### src/rtl/kbd_scan_tracker_pkg.sv
// Shared keyboard definitions: PS/2 set-2 scan-code constants
// and the decode FSM state encoding.
package kbd_scan_tracker_pkg;

    localparam logic [7:0] SC_BREAK  = 8'hF0;
    localparam logic [7:0] SC_EXT    = 8'hE0;
    localparam logic [7:0] SC_LSHIFT = 8'h12;
    localparam logic [7:0] SC_RSHIFT = 8'h59;
    localparam logic [7:0] SC_CAPS   = 8'h58;

    typedef enum logic [1:0] {
        ST_IDLE,
        ST_BRK,
        ST_EXT,
        ST_EXT_BRK
    } kbd_state_e;

endpackage

### src/rtl/kbd_scan_tracker_scan2ascii.sv
// Set-2 make code to unshifted ASCII; unmapped codes yield 0x00.
module scan2ascii (
    input  logic [7:0] code,
    output logic [7:0] ascii
);

    always_comb begin
        ascii = 8'h00;
        case (code)
            8'h1C: ascii = 8'h61;
            8'h32: ascii = 8'h62;
            8'h21: ascii = 8'h63;
            8'h23: ascii = 8'h64;
            8'h24: ascii = 8'h65;
            8'h2B: ascii = 8'h66;
            8'h34: ascii = 8'h67;
            8'h33: ascii = 8'h68;
            8'h43: ascii = 8'h69;
            8'h3B: ascii = 8'h6A;
            8'h42: ascii = 8'h6B;
            8'h4B: ascii = 8'h6C;
            8'h3A: ascii = 8'h6D;
            8'h31: ascii = 8'h6E;
            8'h44: ascii = 8'h6F;
            8'h4D: ascii = 8'h70;
            8'h15: ascii = 8'h71;
            8'h2D: ascii = 8'h72;
            8'h1B: ascii = 8'h73;
            8'h2C: ascii = 8'h74;
            8'h3C: ascii = 8'h75;
            8'h2A: ascii = 8'h76;
            8'h1D: ascii = 8'h77;
            8'h22: ascii = 8'h78;
            8'h35: ascii = 8'h79;
            8'h1A: ascii = 8'h7A;
            8'h45: ascii = 8'h30;
            8'h16: ascii = 8'h31;
            8'h1E: ascii = 8'h32;
            8'h26: ascii = 8'h33;
            8'h25: ascii = 8'h34;
            8'h2E: ascii = 8'h35;
            8'h36: ascii = 8'h36;
            8'h3D: ascii = 8'h37;
            8'h3E: ascii = 8'h38;
            8'h46: ascii = 8'h39;
            8'h29: ascii = 8'h20;
            8'h5A: ascii = 8'h0D;
            default: ascii = 8'h00;
        endcase
    end

endmodule

### src/rtl/kbd_scan_tracker.sv
// PS/2 scan-code tracker: pops bytes from the receiver FIFO, decodes
// make/break/extended prefixes, tracks shift/caps and emits key pulses.
module kbd_scan_tracker
    import kbd_scan_tracker_pkg::*;
#(
    parameter int CNT_W = 8
) (
    input  logic             clk,
    input  logic             clrn,
    input  logic [7:0]       data,
    input  logic             ready,
    output logic             nextdata_n,
    output logic [7:0]       raw_ascii,
    output logic             key_valid,
    output logic             shift,
    output logic             capslock,
    output logic [CNT_W-1:0] press_count
);

    kbd_state_e       state_q, state_d;
    logic             pop_q, pop_d;
    logic             hold_q, hold_d;
    logic [7:0]       raw_q, raw_d;
    logic             kv_q, kv_d;
    logic             lsh_q, lsh_d;
    logic             rsh_q, rsh_d;
    logic             caps_q, caps_d;
    logic             caps_held_q, caps_held_d;
    logic [CNT_W-1:0] cnt_q, cnt_d;
    logic [7:0]       lut_ascii;
    logic             capture;

    scan2ascii u_scan2ascii (
        .code  (data),
        .ascii (lut_ascii)
    );

    // Pop strobe and its trailing hold cycle form the guard.
    assign capture = ready && !pop_q && !hold_q;

    always_comb begin
        state_d     = state_q;
        pop_d       = 1'b0;
        hold_d      = pop_q;
        raw_d       = raw_q;
        kv_d        = 1'b0;
        lsh_d       = lsh_q;
        rsh_d       = rsh_q;
        caps_d      = caps_q;
        caps_held_d = caps_held_q;
        cnt_d       = cnt_q + {{(CNT_W-1){1'b0}}, kv_q};
        if (capture) begin
            pop_d = 1'b1;
            unique case (state_q)
                ST_IDLE: begin
                    if (data == SC_BREAK) begin
                        state_d = ST_BRK;
                    end else if (data == SC_EXT) begin
                        state_d = ST_EXT;
                    end else if (data == SC_LSHIFT) begin
                        lsh_d = 1'b1;
                    end else if (data == SC_RSHIFT) begin
                        rsh_d = 1'b1;
                    end else if (data == SC_CAPS) begin
                        // Only the first make of a hold toggles.
                        caps_d      = caps_q ^ ~caps_held_q;
                        caps_held_d = 1'b1;
                    end else if (lut_ascii != 8'h00) begin
                        raw_d = lut_ascii;
                        kv_d  = 1'b1;
                    end
                end
                ST_BRK: begin
                    state_d = ST_IDLE;
                    if (data == SC_LSHIFT) lsh_d = 1'b0;
                    if (data == SC_RSHIFT) rsh_d = 1'b0;
                    if (data == SC_CAPS) caps_held_d = 1'b0;
                end
                ST_EXT: begin
                    state_d = (data == SC_BREAK) ? ST_EXT_BRK : ST_IDLE;
                end
                ST_EXT_BRK: begin
                    state_d = ST_IDLE;
                end
            endcase
        end
    end

    always_ff @(posedge clk or negedge clrn) begin
        if (!clrn) begin
            state_q     <= ST_IDLE;
            pop_q       <= 1'b0;
            hold_q      <= 1'b0;
            raw_q       <= 8'h00;
            kv_q        <= 1'b0;
            lsh_q       <= 1'b0;
            rsh_q       <= 1'b0;
            caps_q      <= 1'b0;
            caps_held_q <= 1'b0;
            cnt_q       <= '0;
        end else begin
            state_q     <= state_d;
            pop_q       <= pop_d;
            hold_q      <= hold_d;
            raw_q       <= raw_d;
            kv_q        <= kv_d;
            lsh_q       <= lsh_d;
            rsh_q       <= rsh_d;
            caps_q      <= caps_d;
            caps_held_q <= caps_held_d;
            cnt_q       <= cnt_d;
        end
    end

    assign nextdata_n  = ~pop_q;
    assign raw_ascii   = raw_q;
    assign key_valid   = kv_q;
    assign shift       = lsh_q | rsh_q;
    assign capslock    = caps_q;
    assign press_count = cnt_q;

endmodule

### config.mk
export PLATFORM = sky130hd
export DESIGN_NAME = kbd_scan_tracker
export DESIGN_NICKNAME = d
export VERILOG_FILES = /design/src/rtl/kbd_scan_tracker_pkg.sv /design/src/rtl/kbd_scan_tracker_scan2ascii.sv /design/src/rtl/kbd_scan_tracker.sv
export SDC_FILE = /design/constraint.sdc
export NUM_CORES = 1
export LEC_CHECK = 0
export CORE_UTILIZATION = 40
export CTS_CLUSTER_DIAMETER = 100
export DETAILED_ROUTE_END_ITERATION = 10
export PLACE_DENSITY = 0.6
export SLEW_MARGIN = 10
export SYNTH_ARGS = -nofsm -noshare
export SYNTH_HDL_FRONTEND = slang
export SYNTH_SLANG_ARGS = --single-unit
### constraint.sdc
create_clock -name clk -period 2.3 [get_ports clk]
set_input_delay 0.46 -clock clk [delete_from_list [all_inputs] [get_ports clk]]
set_output_delay 0.46 -clock clk [all_outputs]
set_load 0.02 [all_outputs]
# Word-level counts from Yosys, hierarchy flattened
# Memories as Yosys holds them, arrays and structs flattened.
# Index checks and enable logic that the tools add are counted.
[op_classes]
n_eq_ne = 19
reduce_logical = 14
addsub = 1
n_mux = 32
bitwise_logic = 9
[ops]
columns = ["cell", "n"]
rows = [
  ["$mux 1", 24],
  ["$ne 2x2->1 const B", 10],
  ["$eq 8x7->1 const B", 2],
  ["$eq 8x8->1 const B", 2],
  ["$reduce_and 8->1", 2],
  ["$reduce_and 7->1", 2],
  ["$add 8x1->8", 1],
  ["$eq 8x5->1 const B", 1],
  ["$mux 8", 1],
  ["$reduce_bool 8->1", 1],
  ["$not 1->1", 7],
  ["$mux 2", 3],
  ["$pmux 1 s2", 3],
  ["$pmux 2 s3", 1],
  ["$reduce_and 6->1", 1],
  ["$eq 2x2->1 const B", 2],
  ["$ne 3x3->1 const B", 1],
  ["$eq 2x1->1 const B", 1],
  ["$logic_and 1x1->1", 2],
  ["$logic_not 1->1", 2],
  ["$logic_not 2->1", 1],
  ["$reduce_and 2->1", 1],
  ["$reduce_bool 2->1", 1],
  ["$reduce_or 2->1", 1],
  ["other kinds (2)", 2],
]
[word_totals]
out_inout_bits = 20
regBits = 25
input_bits = 11
romBits = 896
word_cells = 86
n_memories = 1
[mem_list]
columns = ["name", "depth", "width", "rd", "rd_clocked_by_memory_dff", "write_ports", "line_no", "source"]
rows = [
  ["(name not given)", 128, 7, 1, 0, 0, "kbd_scan_tracker_scan2ascii.sv:9", "case (code)"],
]

# Depth between registers and ports, before layout
# Gate-level depths: netlist (run 1).
# An unclocked memory read counts as a cell.
[logic_depth]
word_depth = 11
mapped_depth = 11
ltp_nobuf = 9

# By module
# Synthesis (run 1) repeated with hierarchy kept, for this count alone.
[hier_totals]
cells_unflattened = 207
area_unflattened_um2 = 1969.4
[modules_own_cells]
columns = ["module", "seq_area_each_um2", "n_inst", "area_per_inst_um2", "cells_each"]
rows = [
  ["kbd_scan_tracker", 625.6, 1, 1128.6, 85],
  ["scan2ascii", 0.0, 1, 840.8, 122],
]

# Worst setup path before layout (run 1)
# No wires, ideal clock.
[synth_timing]
path_kind = "input -> register"
from = "input data[1]"
to = "register raw_q[0], in the netlist raw_ascii[0]"
setup_ns = 0.125
path_buffers = 1
arrival_ns = 2.543
required_time_ns = 2.175
slack_ns = -0.368
stages = 10
cell_sequence = "buf_2 -> inv_1 -> ha_1 -> and2_1 -> a221oi_2 -> o32ai_1 -> nor4_2 -> nand4_1 -> o21a_2 -> mux2_4"
[synth_via]
elab_chain_cells = 4
word_cells_on_any_way = 14
cone_classes = "eq/ne (5); mux (1); bitwise (5); reduce/logical (2); memory (1)"
[synth_lines]
columns = ["element", "line_no", "source"]
rows = [
  ["start, declared", "kbd_scan_tracker.sv:10", "input logic [7:0] data,"],
  ["$mem_v2 128x7", "n/a", ""],
  ["$mux 8", "kbd_scan_tracker_scan2ascii.sv:9", ""],
  ["$reduce_bool 8->1", "kbd_scan_tracker.sv:68", "end else if (lut_ascii != 8'h00) begin"],
  ["$reduce_and 8->1 (no line)", "n/a", ""],
  ["end signal, assigned", "kbd_scan_tracker.sv:105", "raw_q <= raw_d;"],
  ["end, declared", "kbd_scan_tracker.sv:23", "logic [7:0] raw_q, raw_d;"],
]
# Parallel ways exist; a longest one is shown, timed or not.
# A chain may end at the register's enable or synchronous reset.

# Final worst setup path (run 1)
[layout_timing]
from = "input data[6]"
to = "register raw_q[2], in the netlist raw_ascii[2]"
# Same word-level chain as after synthesis.

==> results.yml, run 1 <==
drt:
  ant_nets: 0
  wirelength_um: 5470
  drtIter0Drc: 102
  wl_per_cell_um: 14.9
  vias: 1971
  drtPass1Iterations: 7
  vias_per_cell: 5.37
  post-route-drc-count: 10
pwr:
  pwr-share-seq: 0.350
  powerDensity_mw_per_mm2: 523
  total_power_mw: 1.61
  power.share.clock: 0.224
  swShare: 0.322
  intPower_mw: 1.09
  p_comb_frac: 0.426
  p_leak_nw: 1.40
  vdd_drop_max_v: 0.000270
  p_sw_uw: 517
sta:
  setup_viol_count_final: 0
  hold_viol_final: 0
  period_minus_slack_ps: 2190
  finClkSkew_ps: 2.79
  maxSlewViolCount: 0
  rsz0062_at_grt: "false"
  hold_slack_ps: 386
  finalSetupTns_ps: 0
  fmax_ghz: 0.457
  finalWorstSetupSlack_ps: 111
  fin_crit_sh: 0.952
hold_path:
  worstHoldPathCells: 0
  hp-class: "register to register"
  hp-start: "hold_d$_DFF_PN0_"
  hold_end: "hold_q$_DFF_PN0_"
layout:
  multi_input_area_mm2: 0.00137
  syn2layout_area_growth_pct: 63.1
  finalInstanceArea_mm2: 0.00307
  register_area_um2: 601
  num-nets-final: 336
  fin_util: 0.691
  antenna_cells: 0
  layout-drive-gt1-share: 0.416
  instances_no_fill: 367
  fillerInstances: 370
clock_tree:
  cts.sinks: 24
  hold_buffers: 0
  insertion_delay_ps: 260
  clk_pin_slew_worst_paths_ps: 80
  cts_tree: "done"
  htree_levels: 1
  ctsRootBufferMaster: "clkbuf_8"
  clock_path_buffers: 2
  cts-buffers-inserted: 3
critical_path:
  cp-end-kind: "register"
  cp.required_ps: 2480
  r2r_slack_ps: 730
  critical_path_class: "input pin to register"
  cp_max_fo: 4
  r2r_cells: 8
  cp.arrival_ps: 2370
  worstSetupStartpointType: "input pin"
  rr_endpoint: "raw_ascii[2]$_DFFE_PN0P_"
  r2r-start: "hold_d$_DFF_PN0_"
grt:
  grt_max_degree: 25
  grt_first_pass_wirelength_um: 8770
  antenna_found_initial: 0
  overflow: 0
  grt.total_usage: 0.220
  first_global_vias: 1888
yosys:
  synth_nets: 240
  ys_ff_latch: 24
  syn_area_mm2: 0.00188
  ys_async_sr_fraction: 1.00
  avgSynthCellArea_um2: 8.56
  ys_types: 61
  synth-main-ff-cell: "dfrtp_1"
  synth-edff-count: 0
  synth_cells: 220
  ys_seq_area_frac: 0.319
  ys_warn_count: 0
placement:
  numPortBuffers: 29
  dp.cells: 352
  dpl_cell_area_mm2: 0.00270
  place_ws_ps: -742
  globalplace.congestion: 0.843
  dp_hpwl_um: 4020
floorplan:
  rows: 24
  dieArea_mm2: 0.00499
  dieWidth_um: 70.6
  die_h_um: 70.6
  fp.coreArea_mm2: 0.00444
  initial_core_util: 0.424
  io_pins: 31
outcome:
  status: "finished with violations"
  violations: "design-rule violations"
job:
  maxCapViolCount: 0
[per-layer routing]
| layer | routed length, um | global-route usage | share of wire | up-vias |
|---|---|---|---|---|
| met5 | 0 | 0 | 0 | - |
| met4 | 137 | 0.0933 | 0.025 | 0 |
| met3 | 170 | 0.0114 | 0.031 | 10 |
| met2 | 2840 | 0.393 | 0.52 | 60 |
| met1 | 2330 | 0.277 | 0.43 | 917 |
| li1 | - | - | - | 984 |
[logic make-up after synthesis]
logic type / synth area share
AND/OR/NAND/NOR: 0.262
multiplexers: 0.0399
XOR/XNOR: 0.0372
adder cells (fa/ha/maj): 0.0598
buffers and inverters: 0.0704
AO/OA/AOI/OAI: 0.210
flip-flops: 0.319
other: 0.00199
[flip-flops by register name (all words and copies together), names as in the netlist]
register	cells
raw_ascii	7
capslock	1
caps_held_q	1
key_valid	1
rsh_q	1
hold_q	1
hold_d	1
lsh_q	1
press_count	8
state_q	2
[how the worst max path moves through the flow]
stage	startpoint	depth (start not counted)	to	slack [ps]
3_3_place_gp	data[1]	10	raw_ascii[0]$_DFFE_PN0P_	-670
4_1_cts	data[0]	11	raw_ascii[0]$_DFFE_PN0P_	3
6_report	data[6]	8	raw_ascii[2]$_DFFE_PN0P_	110
2_1_floorplan	data[1]	10	raw_ascii[0]$_DFFE_PN0P_	-130
3_5_place_dp	data[1]	10	raw_ascii[0]$_DFFE_PN0P_	-740
5_1_grt	data[0]	11	raw_ascii[2]$_DFFE_PN0P_	1
[final cells by class]
type | count | share of cell area
flip-flops and latches | 24 | 0.196
repair buffers | 104 | 0.295
well taps | 52 | 0.0212
multi-input cells | 168 | 0.445
inverters | 15 | 0.0208
clock buffers | 3 | 0.0134
clock inverters | 1 | 0.00978
[critical path, stage by stage]
cell	delay (ps)
dlygate4sd2_1	260
or4b_4	590
buf_4	160
o221a_2	290
nand4_1	110
o21a_2	160
buf_4	130
mux2i_2	200
[timing repair]
| action | 4_1_cts | 5_1_grt |
|---|---|---|
| endpoints found under the setup margin | 11 | 7 |
| buffers inserted | 5 | 4 |
| gates resized for setup | 41 | 32 |
| gates cloned | 2 | 0 |
| pin swaps | 10 | 10 |
[power groups by stage]
stage,Clock (mW),Sequential [mW],Combinational (mW)
final,0.359,0.563,0.685
after detailed placement,0,0.572,0.617
after floorplan,0,0.655,0.212
after global placement,0,0.570,0.609
after CTS,0.367,0.565,0.652
after global routing,0.378,0.577,0.735
[cells in the final DEF, fill, tap and decap left out, types with 6 or more instances in the layout]
master	netlist	final
nand2_1	13	12
nand3_1	18	18
clkdlybuf4s50_1	0	21
dfrtp_1	24	24
nor2_1	13	10
nand2b_1	9	6
inv_1	14	11
buf_4	4	67
o21ai_0	9	8
[synthesized netlist by cell type (4+ instances only)]
library cell,count,area share
clkbuf_1,4,0.0080
dfrtp_1,24,0.32
nand3_1,18,0.048
mux2i_1,6,0.032
o21a_1,4,0.016
ha_1,9,0.060
nor2_1,13,0.026
o21ai_0,9,0.024
nand2_1,13,0.026
xnor2_1,5,0.023
nand2b_1,9,0.030
a211oi_1,8,0.032
a21oi_1,5,0.013
inv_1,14,0.028
buf_4,4,0.016
nor2b_1,5,0.017
nor3_1,5,0.013
and2_1,4,0.013
buf_2,4,0.011
(Power assumes the default switching activity.)
==> run 2, diff against run 1 <==
--- a/config.mk
+++ b/config.mk
@@ -9,6 +9,7 @@
 export CTS_CLUSTER_DIAMETER = 100
 export DETAILED_ROUTE_END_ITERATION = 10
 export PLACE_DENSITY = 0.6
+export REMOVE_ABC_BUFFERS = 1
 export SLEW_MARGIN = 10
 export SYNTH_ARGS = -nofsm -noshare
 export SYNTH_HDL_FRONTEND = slang
==> run 2 against run 1 <==
Effect of this change: the run still ends with design-rule violations left; cell count is 0.54% lower; largest cell class unchanged; combinational power barely moved; design area barely moved; first-iteration DRC count shrank 14%; via count grew 4.1%; routed wire length rose by 12%; critical path depth unchanged; die area stayed put.
==> results.yml, run 2 (synthesis results as in run 1) <==
floorplan:
  initial_core_util: 0.424
  io_pins: 31
  rows: 24
  dieWidth_um: 70.6
  die_h_um: 70.6
  fp.coreArea_mm2: 0.00444
  dieArea_mm2: 0.00499
hold_path:
  hp-class: "register to register"
  hp-start: "hold_d$_DFF_PN0_"
layout:
  layout-drive-gt1-share: 0.419
  largest_reg_flops: 8
  fillerInstances: 356
  instances_no_fill: 365
  layout_common_cells: "buf_4, dfrtp_1, clkdlybuf4s50_1"
  antenna_cells: 0
  final_common_cell: "buf_4"
  syn2layout_area_growth_pct: 63.2
  register_area_um2: 601
  finalInstanceArea_mm2: 0.00307
  multi_input_area_mm2: 0.00139
  fin_util: 0.691
  num-nets-final: 334
placement:
  dp_hpwl_um: 4290
  numPortBuffers: 29
  dp.cells: 350
  place_ws_ps: -763
  dpl_cell_area_mm2: 0.00264
  globalplace.congestion: 0.948
clock_tree:
  ctsRootBufferMaster: "clkbuf_8"
  cts-buffers-inserted: 3
  insertion_delay_ps: 270
  hold_buffers: 0
  htree_levels: 1
  cts_tree: "done"
  clock_path_buffers: 2
  cts.sinks: 24
  clk_pin_slew_worst_paths_ps: 90
drt:
  wirelength_um: 6110
  vias_per_cell: 5.62
  drtPass1Iterations: 8
  wl_per_cell_um: 16.7
  drtIter0Drc: 88
  vias: 2051
  post-route-drc-count: 10
  ant_nets: 0
grt:
  antenna_found_initial: 0
  overflow: 0
  grt_max_degree: 25
  grt.total_usage: 0.250
  grt_first_pass_wirelength_um: 9710
  first_global_vias: 1983
pwr:
  vdd_drop_max_v: 0.000317
  pwr-share-seq: 0.346
  p_leak_nw: 1.39
  power.share.clock: 0.229
  p_sw_uw: 535
  total_power_mw: 1.62
  p_comb_frac: 0.424
  powerDensity_mw_per_mm2: 527
  intPower_mw: 1.09
  swShare: 0.330
critical_path:
  critical_path_class: "input pin to register"
  cp-end-kind: "register"
  crit_chain: "dlygate4sd2_1 > or4b_4 > a31oi_4 > o21ai_0 > o221a_2 > nand4_1 > o21a_2 > mux2_4"
  worstSetupStartpointType: "input pin"
  crit_family: "simple AND/OR/NAND/NOR gates"
  cp_max_fo: 4
  cp.arrival_ps: 2370
  crit_start: "data[7]"
  slowest_delay_ps: 550
  cp.required_ps: 2460
  r2r-start: "state_q[0]$_DFFE_PN0P_"
  path_buf_inv: 1
  slowest_stage: "or4b_4"
sta:
  setup_viol_count_final: 0
  finClkSkew_ps: 7.09
  maxSlewViolCount: 0
  finalWorstSetupSlack_ps: 93.9
  period_minus_slack_ps: 2210
  fin_crit_sh: 0.959
  hold_viol_final: 0
  fmax_ghz: 0.453
  hold_slack_ps: 379
  finalSetupTns_ps: 0
outcome:
  violations: "design-rule violations"
  status: "finished with violations"
job:
  maxCapViolCount: 0
run 2: area by class of cell:
cell class / instances / share of cell area
timing repair buffer: 102 / 0.287
clock inverter: 1 / 0.00977
sequential: 24 / 0.195
tap: 52 / 0.0212
multi-input combinational: 168 / 0.453
clock buffer: 3 / 0.0134
inverter: 15 / 0.0208
run 2: what timing repair did:
| action | in CTS | in global routing |
|---|---|---|
| gates cloned | 2 | 0 |
| endpoints found under the setup margin | 11 | 7 |
| gates resized for setup | 53 | 36 |
| pin swaps | 12 | 10 |
| setup buffers | 6 | 3 |
run 2: power by group through the flow:
stage	sequential [mW]	combinational, mW	clock, mW
floorplan	0.655	0.177	0
global placement	0.567	0.603	0
detailed placement	0.569	0.607	0
CTS	0.560	0.657	0.378
global route	0.572	0.731	0.395
finish	0.561	0.688	0.372
run 2: routing by layer:
layer / vias up / part of all wire / global-route usage
met5: - / 0 / 0
met4: 0 / 0.020 / 0.0911
met3: 9 / 0.046 / 0.0285
met2: 67 / 0.48 / 0.429
met1: 994 / 0.45 / 0.327
li1: 981 / - / -
run 2: worst paths after layout:
check                           cells after the start                        to  slack [ps]
worst min-delay path                                0          hold_q$_DFF_PN0_         380
worst max register to register                      5  raw_ascii[0]$_DFFE_PN0P_         690
max in group asynchronous                           2  raw_ascii[2]$_DFFE_PN0P_        1530
worst max-delay path                                8  raw_ascii[0]$_DFFE_PN0P_          90
worst min register to register                      0          hold_q$_DFF_PN0_         380
min in group asynchronous                           2  press_count[7]$_DFF_PN0_         530
==> run 3, diff against run 2 <==
--- a/config.mk
+++ b/config.mk
@@ -8,7 +8,7 @@
 export CORE_UTILIZATION = 40
 export CTS_CLUSTER_DIAMETER = 100
 export DETAILED_ROUTE_END_ITERATION = 10
-export PLACE_DENSITY = 0.6
+export PLACE_DENSITY = 0.73
 export REMOVE_ABC_BUFFERS = 1
 export SLEW_MARGIN = 10
 export SYNTH_ARGS = -nofsm -noshare
==> run 3 against run 2 <==
Effect of this change: the flow still finishes with violations (design-rule violations); flip-flop and latch count unchanged; design area decreased by 2.3%; sequential share of layout area increased by 0.46 points; combinational power decreased by 2%.
==> results.yml, run 3 (synthesis results as in run 1) <==
outcome:
  status: "finished with violations"
  violations: "design-rule violations"
hold_path:
  worstHoldPathCells: 0
  hold_end: "hold_q$_DFF_PN0_"
  hp-start: "hold_d$_DFF_PN0_"
  hp-class: "register to register"
floorplan:
  dieWidth_um: 70.6
  die_h_um: 70.6
  initial_core_util: 0.424
  io_pins: 31
  fp.coreArea_mm2: 0.00444
  dieArea_mm2: 0.00499
  rows: 24
drt:
  wl_per_cell_um: 15.7
  vias_per_cell: 5.58
  post-route-drc-count: 8
  drtPass1Iterations: 7
  ant_nets: 0
  vias: 2048
  drtIter0Drc: 106
  wirelength_um: 5750
critical_path:
  r2r_slack_ps: 710
  worstSetupStartpointType: "input pin"
  rr_endpoint: "raw_ascii[0]$_DFFE_PN0P_"
  cp-end-kind: "register"
  r2r-start: "hold_d$_DFF_PN0_"
  cp.arrival_ps: 2400
  r2r_cells: 7
  cp_max_fo: 6
  cp.required_ps: 2450
  critical_path_class: "input pin to register"
job:
  maxCapViolCount: 0
sta:
  fmax_ghz: 0.443
  setup_viol_count_final: 0
  finClkSkew_ps: 7.68
  rsz0062_at_grt: "false"
  maxSlewViolCount: 0
  fin_crit_sh: 0.982
  period_minus_slack_ps: 2260
  hold_viol_final: 0
layout:
  final_common_cell: "buf_4"
  layout_common_cells: "buf_4, dfrtp_1, clkdlybuf4s50_1"
  num-nets-final: 336
  finalInstanceArea_mm2: 0.00300
  layout-drive-gt1-share: 0.390
  syn2layout_area_growth_pct: 59.5
  antenna_cells: 0
  largest_reg_flops: 8
clock_tree:
  htree_levels: 1
  cts.sinks: 24
  insertion_delay_ps: 260
  clk_pin_slew_worst_paths_ps: 80
  clock_path_buffers: 2
  ctsRootBufferMaster: "clkbuf_8"
  cts_tree: "done"
  hold_buffers: 0
  cts-buffers-inserted: 3
placement:
  globalplace.congestion: 0.925
  numPortBuffers: 29
  dpl_cell_area_mm2: 0.00263
  dp_hpwl_um: 3970
grt:
  first_global_vias: 2034
  antenna_found_initial: 0
  grt.total_usage: 0.232
  overflow: 0
  grt_first_pass_wirelength_um: 9250
  grt_max_degree: 25
pwr:
  p_leak_nw: 1.36
  total_power_mw: 1.59
  powerDensity_mw_per_mm2: 531
  vdd_drop_max_v: 0.000312
[run 3: changes by cell type in the layout (fill, tap and decap cells not counted), moves of 2 or more]
| cell | delta |
|---|---|
| o21ai_0 | +3 |
| o21ai_1 | -3 |
| a311oi_2 | -2 |
| nand2b_1 | +2 |
| nand2b_4 | -2 |
[run 3: area by class of cell]
cell class	count	area [um^2]
clock buffers	3	41.3
well taps	52	65.1
multi-input cells	168	1330
flip-flops and latches	24	601
fillers	360	1440
repair buffers	104	873
clock inverters	1	30.0
inverters	15	61.3
[run 3: routing by layer]
metal / share of wire / GRT usage / routed length (um) / up-vias
met5: 0 / 0 / 0 / -
met4: 0.018 / 0.0978 / 103 / 0
met3: 0.043 / 0.0228 / 250 / 12
met2: 0.52 / 0.433 / 3010 / 67
met1: 0.42 / 0.272 / 2390 / 982
li1: - / - / - / 987
[run 3: worst max-delay path by stage]
stage,depth (start not counted),slack [ps],to,startpoint
final,8,40,raw_ascii[0]$_DFFE_PN0P_,data[7]
after global routing,10,2,raw_ascii[0]$_DFFE_PN0P_,data[4]
after CTS,9,8,raw_ascii[0]$_DFFE_PN0P_,data[2]
after detailed placement,10,-790,raw_ascii[0]$_DFFE_PN0P_,data[0]
after global placement,10,-700,raw_ascii[0]$_DFFE_PN0P_,data[0]
after floorplan,9,-210,raw_ascii[0]$_DFFE_PN0P_,data[0]
[run 3: stage by stage]
stage / setup TNS [ps] / instances / utilization / hold WS, ps / setup slack [ps]
global route: 0 / 367 / 0.676 / 396 / 1.61
global placement: -6090 / 348 / 0.591 / 359 / -697
floorplan: -234 / 207 / - / 164 / -206
finish: 0 / 367 / 0.676 / 376 / 42.5
detailed placement: -7000 / 348 / 0.591 / 358 / -789
CTS: 0 / 362 / 0.660 / 377 / 8.09
[run 3: what timing repair did]
action / 4_1_cts / 5_1_grt
gates resized for setup: 48 / 23
pin swaps: 10 / 9
endpoints found under the hold margin: 0 / 0
gates cloned: 2 / 1
setup endpoints to repair: 11 / 9
setup buffers: 9 / 4
[run 3: report_power, final]
part           switching [mW]  internal [mW]
clock network           0.125          0.232
logic                   0.329          0.344
registers              0.0646          0.500
[run 3: worst max-delay path, cell delays in order]
cell and delay (ps):
dlygate4sd2_1 300, or4b_4 530, buf_4 180, a211oi_2 220, a211oi_2 90, nand4_1 170
o21a_2 160, mux2_4 290
